[config.mk]
export PLATFORM = sky130hd
export DESIGN_NAME = vsram_burst_read
export DESIGN_NICKNAME = d
export VERILOG_FILES = /design/src/rtl/vsram_burst_read.sv
export SDC_FILE = /design/constraint.sdc
export NUM_CORES = 1
export LEC_CHECK = 0
export CAP_MARGIN = 20
export CORE_MARGIN = 2
export CORE_UTILIZATION = 43
export CTS_BUF_LIST = sky130_fd_sc_hd__clkbuf_16
export DETAILED_ROUTE_END_ITERATION = 12
export PLACE_DENSITY = 0.87
export SLEW_MARGIN = 20
export SYNTH_ARGS = -nofsm -noshare
export SYNTH_HDL_FRONTEND = slang
export SYNTH_SLANG_ARGS = --single-unit
[constraint.sdc]
create_clock -name clock -period 6.5 [get_ports clock]
set_input_delay 0.65 -clock clock [delete_from_list [all_inputs] [get_ports clock]]
set_output_delay 0.65 -clock clock [all_outputs]
set_load 0.005 [all_outputs]
[src/rtl/vsram_burst_read.sv]
// vsram_burst_read
//   Read-side companion to the vSRAM write path. Takes one burst-read request
//   (bank, start column, word count) and issues one read per cycle to the
//   selected bank out of four. Each returned word is presented in order with a
//   valid strobe, and a done pulse marks the end of the burst.
//
//   State | meaning
//   IDLE  | waiting for in_readStart; request inputs sampled only here
//   ISSUE | one read per cycle on the latched bank, column auto-increments
//   DRAIN | enables off, waiting for the last word to come back
//   DONE  | one-cycle done pulse (coincides with the last valid word)
//
// Ports
//   clock, reset                    single clock, synchronous active-high reset
//   in_readStart                    request strobe, ignored while out_busy=1
//   in_vsramNum                     bank select 0..3 (bank 0 = sram_1)
//   in_startCol                     first column, wraps modulo 2**ADDR_W
//   in_burstLen                     word count, 0 = empty burst
//   sram_k_readData                 bank read data, RD_LAT cycles after enable
//   sram_k_readAddressline/Enable   registered bank read port, all-ones when idle
//   out_readData/out_readValid      registered returned word, 0 when not valid
//   out_busy                        accept cycle through done cycle inclusive
//   readVsramDoneFlag               one-cycle completion pulse
//
// RD_LAT must lie in 1..4; the drain counter is sized for that range.

module vsram_burst_read #(
  parameter int ADDR_W = 9,
  parameter int DATA_W = 48,
  parameter int LEN_W  = 9,
  parameter int RD_LAT = 1
) (
  input  logic              clock,
  input  logic              reset,
  input  logic              in_readStart,
  input  logic [1:0]        in_vsramNum,
  input  logic [ADDR_W-1:0] in_startCol,
  input  logic [LEN_W-1:0]  in_burstLen,
  input  logic [DATA_W-1:0] sram_1_readData,
  input  logic [DATA_W-1:0] sram_2_readData,
  input  logic [DATA_W-1:0] sram_3_readData,
  input  logic [DATA_W-1:0] sram_4_readData,
  output logic [ADDR_W-1:0] sram_1_readAddressline,
  output logic [ADDR_W-1:0] sram_2_readAddressline,
  output logic [ADDR_W-1:0] sram_3_readAddressline,
  output logic [ADDR_W-1:0] sram_4_readAddressline,
  output logic              sram_1_readEnable,
  output logic              sram_2_readEnable,
  output logic              sram_3_readEnable,
  output logic              sram_4_readEnable,
  output logic [DATA_W-1:0] out_readData,
  output logic              out_readValid,
  output logic              out_busy,
  output logic              readVsramDoneFlag
);

  typedef enum logic [1:0] {IDLE, ISSUE, DRAIN, DONE} state_t;

  localparam logic [ADDR_W-1:0] ADDR_IDLE = '1;
  localparam logic [2:0]        DRAIN_LOAD = 3'(RD_LAT - 1);

  state_t            state;
  logic [1:0]        bank;
  logic [ADDR_W-1:0] col;
  logic [LEN_W-1:0]  remaining;
  logic [2:0]        drain_cnt;
  logic [3:0]        rd_en;
  logic [ADDR_W-1:0] rd_addr [4];

  // Return-path tags: stage j describes the bank read issued j+1 cycles ago,
  // so the last stage lines up with the cycle the bank data is valid.
  logic [RD_LAT-1:0] tag_v;
  logic [1:0]        tag_b [RD_LAT];
  logic [DATA_W-1:0] bank_data;

  // Sequencer. Enables/addresses default to idle every cycle and are only
  // raised for the cycle of an issue, so they stay registered and glitch-free.
  always_ff @(posedge clock) begin
    if (reset) begin
      state             <= IDLE;
      bank              <= '0;
      col               <= '0;
      remaining         <= '0;
      drain_cnt         <= '0;
      rd_en             <= '0;
      for (int b = 0; b < 4; b++) rd_addr[b] <= ADDR_IDLE;
      out_busy          <= 1'b0;
      readVsramDoneFlag <= 1'b0;
    end else begin
      rd_en             <= '0;
      for (int b = 0; b < 4; b++) rd_addr[b] <= ADDR_IDLE;
      readVsramDoneFlag <= 1'b0;
      case (state)
        IDLE: begin
          if (in_readStart) begin
            bank     <= in_vsramNum;
            out_busy <= 1'b1;
            if (in_burstLen == '0) begin
              state             <= DONE;
              readVsramDoneFlag <= 1'b1;
            end else begin
              // First read goes out on the accept edge so it is visible
              // in the very next cycle.
              state                <= ISSUE;
              rd_en[in_vsramNum]   <= 1'b1;
              rd_addr[in_vsramNum] <= in_startCol;
              col                  <= in_startCol + 1'b1;
              remaining            <= in_burstLen - 1'b1;
            end
          end
        end
        ISSUE: begin
          if (remaining == '0) begin
            state     <= DRAIN;
            drain_cnt <= DRAIN_LOAD;
          end else begin
            rd_en[bank]   <= 1'b1;
            rd_addr[bank] <= col;
            col           <= col + 1'b1;
            remaining     <= remaining - 1'b1;
          end
        end
        DRAIN: begin
          if (drain_cnt == '0) begin
            state             <= DONE;
            readVsramDoneFlag <= 1'b1;
          end else begin
            drain_cnt <= drain_cnt - 1'b1;
          end
        end
        DONE: begin
          out_busy <= 1'b0;
          state    <= IDLE;
        end
        default: state <= IDLE;
      endcase
    end
  end

  // Data is steered by the tag that travelled with the read, never by the
  // live bank select, so stray bank data outside a tagged slot is dropped.
  always_comb begin
    bank_data = '0;
    case (tag_b[RD_LAT-1])
      2'd0: bank_data = sram_1_readData;
      2'd1: bank_data = sram_2_readData;
      2'd2: bank_data = sram_3_readData;
      2'd3: bank_data = sram_4_readData;
      default: bank_data = '0;
    endcase
  end

  always_ff @(posedge clock) begin
    if (reset) begin
      tag_v         <= '0;
      for (int j = 0; j < RD_LAT; j++) tag_b[j] <= '0;
      out_readValid <= 1'b0;
      out_readData  <= '0;
    end else begin
      tag_v[0] <= |rd_en;
      tag_b[0] <= bank;
      for (int j = 1; j < RD_LAT; j++) begin
        tag_v[j] <= tag_v[j-1];
        tag_b[j] <= tag_b[j-1];
      end
      out_readValid <= tag_v[RD_LAT-1];
      out_readData  <= tag_v[RD_LAT-1] ? bank_data : '0;
    end
  end

  assign sram_1_readEnable      = rd_en[0];
  assign sram_2_readEnable      = rd_en[1];
  assign sram_3_readEnable      = rd_en[2];
  assign sram_4_readEnable      = rd_en[3];
  assign sram_1_readAddressline = rd_addr[0];
  assign sram_2_readAddressline = rd_addr[1];
  assign sram_3_readAddressline = rd_addr[2];
  assign sram_4_readAddressline = rd_addr[3];

endmodule

==> results of run 1 <==
## final timing paths
path         slack, ns  cells after the start                  end
min reg2reg       0.50                      2     tag_v$_SDFF_PP0_
min               0.50                      2     tag_v$_SDFF_PP0_
max               3.04                      8  col[8]$_SDFFE_PP0P_
max reg2reg       3.04                      8  col[8]$_SDFFE_PP0P_
## sequential cells by signal, summed over array words and instances, names as in the netlist
register and flops:
bank 2, out_readValid 1, remaining 9, out_busy 1, rd_en 4, readVsramDoneFlag 1
out_readData 48, rd_addr 36, state 2, drain_cnt 3, col 9, tag_b 2
tag_v 1
## area by class of cell
cell class	count	area share, %
inverter	12	0.475
tap	176	2.32
timing repair buffer	308	32.4
sequential	119	25.2
antenna	2	0.0528
clock inverter	15	1.54
clock buffer	17	4.49
multi-input combinational	380	33.5
## cell families after synthesis
kind of cell | synth area share, %
AO/OA/AOI/OAI | 12.7
flip-flops | 41.4
multiplexers | 20.9
adder cells (fa/ha/maj) | 1.74
XOR/XNOR | 0.456
buffers and inverters | 3.61
AND/OR/NAND/NOR | 19.2
## metal layers
metal  GRT usage, %  share of wire, %  vias up
met1           35.4                36     2717
met3           11.0                10       52
met4           12.1               3.0        2
met5              0             0.072        -
li1               -                 -     2610
met2           51.6                51      313
## cells in the final DEF, fill, tap and decap left out, types with 3 or more instances in the layout
master           count
a211oi_1             6
a211oi_2             8
a21oi_1             24
a22oi_1              3
a31oi_1              9
a32oi_1              3
and2_1              10
buf_4                3
bufinv_16            3
clkbuf_16           17
clkdlybuf4s50_1    305
clkinv_1             4
dfxtp_1            117
ha_1                 8
inv_1               16
mux2_2               4
mux2i_1              8
mux4_2              48
nand2_1             63
nand2b_1             3
nand3_1              7
nand3b_1             3
nand4_1              4
nand4b_1             4
nor2_1              21
nor2b_1             56
nor3_1              10
nor3b_1              3
nor4_1               8
o2111ai_1            3
o21ai_0             10
o21ai_1              8
o22ai_1              5
or3_1                7
or4_1                4
xor2_1               3
## tightest hold or removal path: stages (launching register included)
cell and delay (ns):
dfxtp_1 0.33, nor4_1 0.06, nor2_1 0.07
## power breakdown
group | internal, mW | leakage (nW) | total (mW) | switching [mW]
Clock | 0.590 | 0.292 | 0.908 | 0.318
Combinational | 0.483 | 2.06 | 0.968 | 0.485
Sequential | 0.838 | 0.969 | 0.944 | 0.106
## metrics by stage
step	utilization [%]	hold slack (ns)	setup WS, ns	instances
after floorplan	-	0.458	3.43	548
after global placement	67.8	0.469	2.97	995
after detailed placement	67.8	0.479	2.83	995
after CTS	72.1	0.498	3.10	1027
after global routing	72.1	0.533	2.70	1028
final	72.2	0.496	3.04	1029
==> results.sh, run 1 <==
export IMPL_grt_ovfl_total=0
export IMPL_syn_nets=771
export IMPL_avgSynthCellArea_sq_um=10.5
export IMPL_grt_pass1_wl_um=33000
export IMPL_cts_sinks=119
export IMPL_crit_chain="inv_1 -> ha_1 -> buf_4 -> inv_1 -> nor4_1 -> or2_1 -> o21ai_0 -> a31oi_1"
export IMPL_portBuffers=305
export IMPL_dieArea_sq_um=14300
export IMPL_crit_path_frequent_cell="inv_1"
export IMPL_ioPinCount=306
export IMPL_final_seq_area_sq_um=2390
export IMPL_rows=42
export IMPL_ys_warn_count=0
export IMPL_async_reset_ff_share_pct=0
export IMPL_slew_headroom_pct=25.8
export IMPL_htreeDepth=4
export IMPL_ir_drop_mv=0.189
export IMPL_synthesis_area_sq_um=5760
export IMPL_routedWlPerCell_um=21.5
export IMPL_slowest_stage="ha_1"
export IMPL_synth_cells=548
export IMPL_ctsLongestPathBuffers=2
export IMPL_final_cell_area_sq_um=9480
export IMPL_path_class="register to register"
export IMPL_cts_tree="built"
export IMPL_nFillCells=911
export IMPL_drt_vias_per_instance=5.53
export IMPL_pwr_density_cell_nw_per_um2=297
export IMPL_grt_pass1_vias=5778
export IMPL_required_ns=6.83
export IMPL_crit_path_start_kind="register"
export IMPL_synth_top_cells_by_area="dfxtp_1 41%, mux4_2 19%, nor2b_1 6.1%"
export IMPL_root_buffer="clkbuf_16"
export IMPL_path_delay_family="simple AND/OR/NAND/NOR gates"
export IMPL_synth_top_area_cell="dfxtp_1"
export IMPL_cts_buffers=17
export IMPL_worstMarginPinSlew_ns=1.10
export IMPL_fin_worst_skew_ns=0.0110
export IMPL_grt_total_usage_pct=30.6
export IMPL_nNetsFinal=1061
export IMPL_leakagePower_nw=3.32
export IMPL_first_pass_iters=6
export IMPL_layout_min_cycle_time_ns=3.46
export IMPL_period_share_pct=53.2
export IMPL_fp_dieH_um=120
export IMPL_multi_input_area_sq_um=3170
export IMPL_place_area_sq_um=8900
export IMPL_post_cts_resize_count=0
export IMPL_start_util_pct=43.8
export IMPL_synth_distinct_cells=57
export IMPL_outcome="completed"
export IMPL_clk_insertion_delay_late_ns=0.40
export IMPL_finalPower_mw=2.82
export IMPL_yosysMostFrequentCell="dfxtp_1"
export IMPL_fin_tns_setup_ns=0
export IMPL_max_cap_viol_count=0
export IMPL_synth_seq_cells=119
export IMPL_drive_gt1_share_pct=11.5
export IMPL_die_x_um=120
export IMPL_critPathLaunch="state[1]$_SDFFE_PP0P_"
export IMPL_cp_max_fo=28
export IMPL_setup_worst_path_end_class="register"
export IMPL_grt_max_degree=50
export IMPL_hold_buffers=0
export IMPL_synth_common_cells="119 x dfxtp_1, 63 x nand2_1, 56 x nor2b_1"
export IMPL_grt_antenna_before_repair=3
export IMPL_seq_area_frac_synth_pct=41.4
export IMPL_synth_edf_count=0
export IMPL_cp_slowest_stage_delay_ns=0.81
export IMPL_setup_viol_count_final=0
export IMPL_max_freq_ghz=0.289
export IMPL_min_from="rd_en[1]$_SDFF_PP0_"
export IMPL_area_growth_pct=64.6
export IMPL_core_sq_um=13100
export IMPL_reg2reg_from="state[1]$_SDFFE_PP0P_"
export IMPL_yosys_area_top_type_share_pct=41.4
export IMPL_drt_total_wl_um=22100
export IMPL_ant_nets=0
export IMPL_synth_ff_type="dfxtp_1"
export IMPL_cp_arrival_ns=3.79
export IMPL_finalMaxSlewViolations=0
export IMPL_hold_viol=0
export IMPL_dpl_hpwl_um=17400
export IMPL_post_cts_setup_buffers=0
export IMPL_min_path_type="register to register"
export IMPL_rsz0062_at_grt="false"
export IMPL_drtIter0Drc=530
export IMPL_clkTransAtPathRegs_ns=0.06
export IMPL_route_vias_total=5694
export IMPL_drc_errors=0
export IMPL_gp_congestion=0.955
export IMPL_worst_path_buf_inv=3
Power figures use the tool's default switching activity.
==> run 2: changes to the inputs <==
Settings changed: CORE_UTILIZATION 43 to 40, PLACE_DENSITY 0.87 to 0.82.
Clock period 6.5 ns to 3.5 ns, I/O delays scaled along.
==> results.sh, run 2 (synthesis gave the netlist of run 1 again) <==
export IMPL_min_path_type="register to register"
export IMPL_nNetsFinal=1068
export IMPL_finalPower_mw=5.12
export IMPL_biggestRegsByFlops="out_readData x48, rd_addr x36"
export IMPL_htreeDepth=4
export IMPL_clkTransAtPathRegs_ns=0.05
export IMPL_clk_insertion_delay_late_ns=0.41
export IMPL_setup_viol_count_final=0
export IMPL_pwr_density_cell_nw_per_um2=539
export IMPL_ctsLongestPathBuffers=2
export IMPL_dp_slack_ns=0.538
export IMPL_grt_pass1_vias=5578
export IMPL_r2r_setup_slack_ns=0.82
export IMPL_dieArea_sq_um=15400
export IMPL_rsz0062_at_grt="false"
export IMPL_grt_antenna_before_repair=6
export IMPL_leakagePower_nw=3.34
export IMPL_fp_dieH_um=124
export IMPL_outcome="completed"
export IMPL_r2r_cells=5
export IMPL_cp_arrival_ns=2.95
export IMPL_cts_buffers=17
export IMPL_finalMaxSlewViolations=0
export IMPL_max_cap_viol_count=0
export IMPL_routedWlPerCell_um=22.7
export IMPL_largest_reg_flops=48
export IMPL_multi_input_area_sq_um=3170
export IMPL_required_ns=3.77
export IMPL_drive_gt1_share_pct=12.5
export IMPL_mostFrequentLayoutCells="305 x clkdlybuf4s50_1, 117 x dfxtp_1, 63 x nand2_1"
export IMPL_worstMarginPinSlew_ns=0.942
export IMPL_rows=43
export IMPL_grt_ovfl_total=0
export IMPL_post_cts_setup_buffers=0
export IMPL_fin_worst_skew_ns=0.0115
export IMPL_slew_headroom_pct=37.2
export IMPL_path_class="register to register"
export IMPL_die_x_um=124
export IMPL_dpl_hpwl_um=18600
export IMPL_max_freq_ghz=0.373
export IMPL_setup_worst_path_end_class="register"
export IMPL_grt_total_usage_pct=29.8
export IMPL_cp_max_fo=10
export IMPL_layout_min_cycle_time_ns=2.68
export IMPL_final_common_cell="clkdlybuf4s50_1"
export IMPL_ioPinCount=306
export IMPL_final_seq_area_sq_um=2390
export IMPL_ant_nets=0
export IMPL_nFillCells=1072
export IMPL_top_register="out_readData"
export IMPL_grt_pass1_wl_um=33200
export IMPL_portBuffers=305
export IMPL_drc_errors=0
export IMPL_drt_vias_per_instance=5.53
export IMPL_drt_total_wl_um=23800
export IMPL_route_vias_total=5788
export IMPL_post_cts_resize_count=0
export IMPL_root_buffer="clkbuf_16"
export IMPL_hold_buffers=0
export IMPL_start_util_pct=41.2
export IMPL_worst_slack_ns=0.821
export IMPL_whs_path_depth=2
export IMPL_ir_drop_mv=0.341
export IMPL_drtIter0Drc=384
export IMPL_cts_tree="built"
export IMPL_hold_viol=0
export IMPL_period_share_pct=76.6
export IMPL_fin_tns_setup_ns=0
export IMPL_grt_max_degree=50
export IMPL_crit_path_start_kind="register"
export IMPL_area_growth_pct=65.0
export IMPL_gp_congestion=0.945
export IMPL_first_pass_iters=5
export IMPL_cts_sinks=119
export IMPL_core_sq_um=14000
## run 2: cell count changes in the layout (fill, tap and decap cells not counted), moves of 2 or more
cell	change
buf_4	+7
diode_2	+7
clkinv_1	-3
clkinv_2	+3
bufinv_16	-2
clkinvlp_4	+2
## run 2: worst max-delay path: stages, from the launching register on
cell,delay (ns)
dfxtp_1,0.33
or4_1,0.68
o31ai_2,0.68
nand2b_1,0.17
o22ai_1,0.53
nand2_1,0.14
## run 2: final timing paths
| path | startpoint | end |
|---|---|---|
| min reg2reg | rd_en[1]$_SDFF_PP0_ | tag_v$_SDFF_PP0_ |
| max reg2reg | remaining[0]$_SDFFE_PP0P_ | rd_addr[2][0]$_SDFF_PN1_ |
| min | rd_en[1]$_SDFF_PP0_ | tag_v$_SDFF_PP0_ |
| max | remaining[0]$_SDFFE_PP0P_ | rd_addr[2][0]$_SDFF_PN1_ |
## run 2: through the flow
| step | cells | hold slack [ns] | area (sq um) | util (%) |
|---|---|---|---|---|
| 5_1_grt | 1043 | 0.518 | 9500 | 67.9 |
| 6_report | 1047 | 0.483 | 9510 | 68.0 |
| 3_5_place_dp | 1006 | 0.476 | 8960 | 64.0 |
| 3_3_place_gp | 1006 | 0.470 | 8960 | 64.0 |
| 2_1_floorplan | 548 | 0.458 | 5760 | - |
| 4_1_cts | 1038 | 0.484 | 9480 | 67.8 |
## run 2: where the power goes
group / switching (mW) / total [mW] / internal [mW]
Combinational: 0.895 / 1.82 / 0.927
Sequential: 0.189 / 1.75 / 1.56
Clock: 0.606 / 1.56 / 0.950
Total: 1.69 / 5.12 / 3.43
## run 2: layer usage
metal	up-vias	wire (um)	global-route usage, %
li1	2634	-	-
met1	2829	8440	32.9
met2	274	12200	49.7
met3	51	2090	9.39
met4	0	1080	18.7
met5	-	0	0
## run 2: layout make-up
class / count / share of cell area (%)
antenna: 9 / 0.237
clock buffer: 17 / 4.47
clock inverter: 15 / 1.05
inverter: 12 / 0.474
multi-input combinational: 380 / 33.4
sequential: 119 / 25.1
tap: 180 / 2.37
timing repair buffer: 315 / 32.9
==> run 3: changes to the inputs <==
Settings changed: CORE_UTILIZATION 40 to 36, PLACE_DENSITY 0.82 to 0.78.
Clock period 3.5 ns to 2.2 ns, I/O delays scaled along.
==> results.sh, run 3 (synthesis gave the netlist of run 1 again) <==
export IMPL_outcome="completed"
export IMPL_r2r_cells=5
export IMPL_min_path_type="register to register"
export IMPL_cp_max_fo=8
export IMPL_path_class="register to register"
export IMPL_leakagePower_nw=3.64
export IMPL_route_vias_total=5841
export IMPL_first_pass_iters=5
export IMPL_grt_ovfl_total=0
export IMPL_slew_headroom_pct=63.7
export IMPL_holdPathEnd="tag_v$_SDFF_PP0_"
export IMPL_r2r_setup_slack_ns=0.05
export IMPL_worstMarginPinSlew_ns=0.542
export IMPL_whs_path_depth=2
export IMPL_layout_min_cycle_time_ns=2.15
export IMPL_crit_path_start_kind="register"
export IMPL_gp_congestion=0.900
export IMPL_grt_antenna_before_repair=3
export IMPL_die_x_um=130
export IMPL_rows=46
export IMPL_dieArea_sq_um=17000
export IMPL_drive_gt1_share_pct=20.5
export IMPL_root_buffer="clkbuf_16"
export IMPL_top_register="out_readData"
export IMPL_cts_tree="built"
export IMPL_ioPinCount=306
export IMPL_cp_slowest_stage_delay_ns=0.55
export IMPL_area_growth_pct=76.2
export IMPL_drt_vias_per_instance=5.17
export IMPL_min_from="rd_en[2]$_SDFF_PP0_"
export IMPL_drtIter0Drc=298
export IMPL_max_freq_ghz=0.465
export IMPL_required_ns=2.49
export IMPL_cts_sinks=119
export IMPL_crit_chain="or4_4 -> o31a_1 -> or3_4 -> o21ai_4 -> nand2_1"
export IMPL_fin_worst_skew_ns=0.0120
export IMPL_drt_total_wl_um=22500
export IMPL_cp_arrival_ns=2.44
export IMPL_finalPower_mw=9.10
export IMPL_hold_viol=0
export IMPL_portBuffers=305
export IMPL_setup_viol_count_final=0
export IMPL_htreeDepth=4
export IMPL_grt_pass1_wl_um=31600
export IMPL_max_cap_viol_count=0
export IMPL_cts_buffers=17
export IMPL_clk_insertion_delay_late_ns=0.42
export IMPL_hold_buffers=0
export IMPL_fp_dieH_um=130
export IMPL_nNetsFinal=1120
export IMPL_slowest_stage="or4_4"
export IMPL_ant_nets=0
export IMPL_reg2reg_from="remaining[0]$_SDFFE_PP0P_"
export IMPL_dpl_hpwl_um=17300
export IMPL_clkTransAtPathRegs_ns=0.06
export IMPL_start_util_pct=36.5
export IMPL_grt_pass1_vias=5677
export IMPL_largest_reg_flops=48
export IMPL_period_share_pct=97.6
export IMPL_biggestRegsByFlops="out_readData x48, rd_addr x36"
export IMPL_ctsLongestPathBuffers=2
export IMPL_finalMaxSlewViolations=0
export IMPL_reg2reg_to="rd_addr[0][5]$_SDFF_PN1_"
export IMPL_fin_tns_setup_ns=0
export IMPL_grt_total_usage_pct=25.1
export IMPL_drc_errors=0
export IMPL_setup_worst_path_end_class="register"
export IMPL_pwr_density_cell_nw_per_um2=897
export IMPL_mostFrequentLayoutCells="305 x clkdlybuf4s50_1, 114 x dfxtp_1, 62 x nand2_1"
export IMPL_core_sq_um=15800
export IMPL_ir_drop_mv=0.593
export IMPL_final_common_cell="clkdlybuf4s50_1"
export IMPL_grt_max_degree=50
export IMPL_rsz0062_at_grt="true"
export IMPL_routedWlPerCell_um=19.9
==> run 3: cell types whose count changed in the layout (fill, tap and decap cells not counted), moves of 4 or more <==
cell,delta
inv_6,+4
inv_1,-6
ha_1,-4
clkinv_4,+6
buf_4,+50
diode_2,-5
==> run 3: per-layer routing <==
metal | share of wire (%) | global-route usage [%]
met1 | 37 | 28.0
met2 | 51 | 43.0
met3 | 7.9 | 8.22
met4 | 4.2 | 12.9
met5 | 0 | 0
==> run 3: per-stage QoR <==
stage	utilization [%]	instances	setup slack (ns)	cell area, sq um	hold slack, ns
3_3_place_gp	59.6	1086	-0.217	9400	0.452
4_1_cts	63.4	1118	-0.147	10000	0.473
3_5_place_dp	59.6	1086	-0.323	9400	0.460
5_1_grt	64.3	1128	-0.0317	10100	0.505
2_1_floorplan	-	548	-0.127	5840	0.356
6_report	64.3	1130	0.0518	10100	0.467
==> run 3: worst max-delay path by stage <==
stage,startpoint,to,slack [ns],depth (start not counted)
6_report,remaining[0]$_SDFFE_PP0P_,rd_addr[0][5]$_SDFF_PN1_,0.05,5
5_1_grt,state[1]$_SDFFE_PP0P_,col[4]$_SDFFE_PP0P_,-0.03,10
4_1_cts,remaining[0]$_SDFFE_PP0P_,rd_addr[3][4]$_SDFF_PN1_,-0.15,7
3_5_place_dp,in_burstLen[3],remaining[2]$_SDFFE_PP0P_,-0.32,6
3_3_place_gp,in_burstLen[6],rd_addr[3][4]$_SDFF_PN1_,-0.22,7
2_1_floorplan,state[1]$_SDFFE_PP0P_,col[8]$_SDFFE_PP0P_,-0.13,13
==> run 3: layout make-up <==
cell class	count	area, sq um
Clock inverter	15	169
Fill cell	1292	5620
Antenna cell	4	10.0
Clock buffer	17	425
Inverter	12	45.0
Tap cell	216	270
Sequential cell	119	2390
Multi-Input combinational cell	380	3290
Timing Repair Buffer	367	3540
==> run 3: report_power, final <==
group	internal, mW	switching, mW
Sequential	2.48	0.232
Clock	1.69	1.11
Combinational	1.93	1.66
Total	6.10	3.00
==> run 3: critical path: cells and delay by family, from the launching register on <==
family | cells | cell delay (ns)
AO/OA/AOI/OAI | 2 | 0.62
AND/OR/NAND/NOR | 3 | 1.08
flip-flops | 1 | 0.32
==> run 3: what timing repair did <==
action | CTS | global route
resized for setup | 1 | 15
setup buffers | 0 | 8
cloned | 0 | 0
setup endpoints to repair | 17 | 50
hold endpoints to repair | 0 | 0
pin swaps | 0 | 3
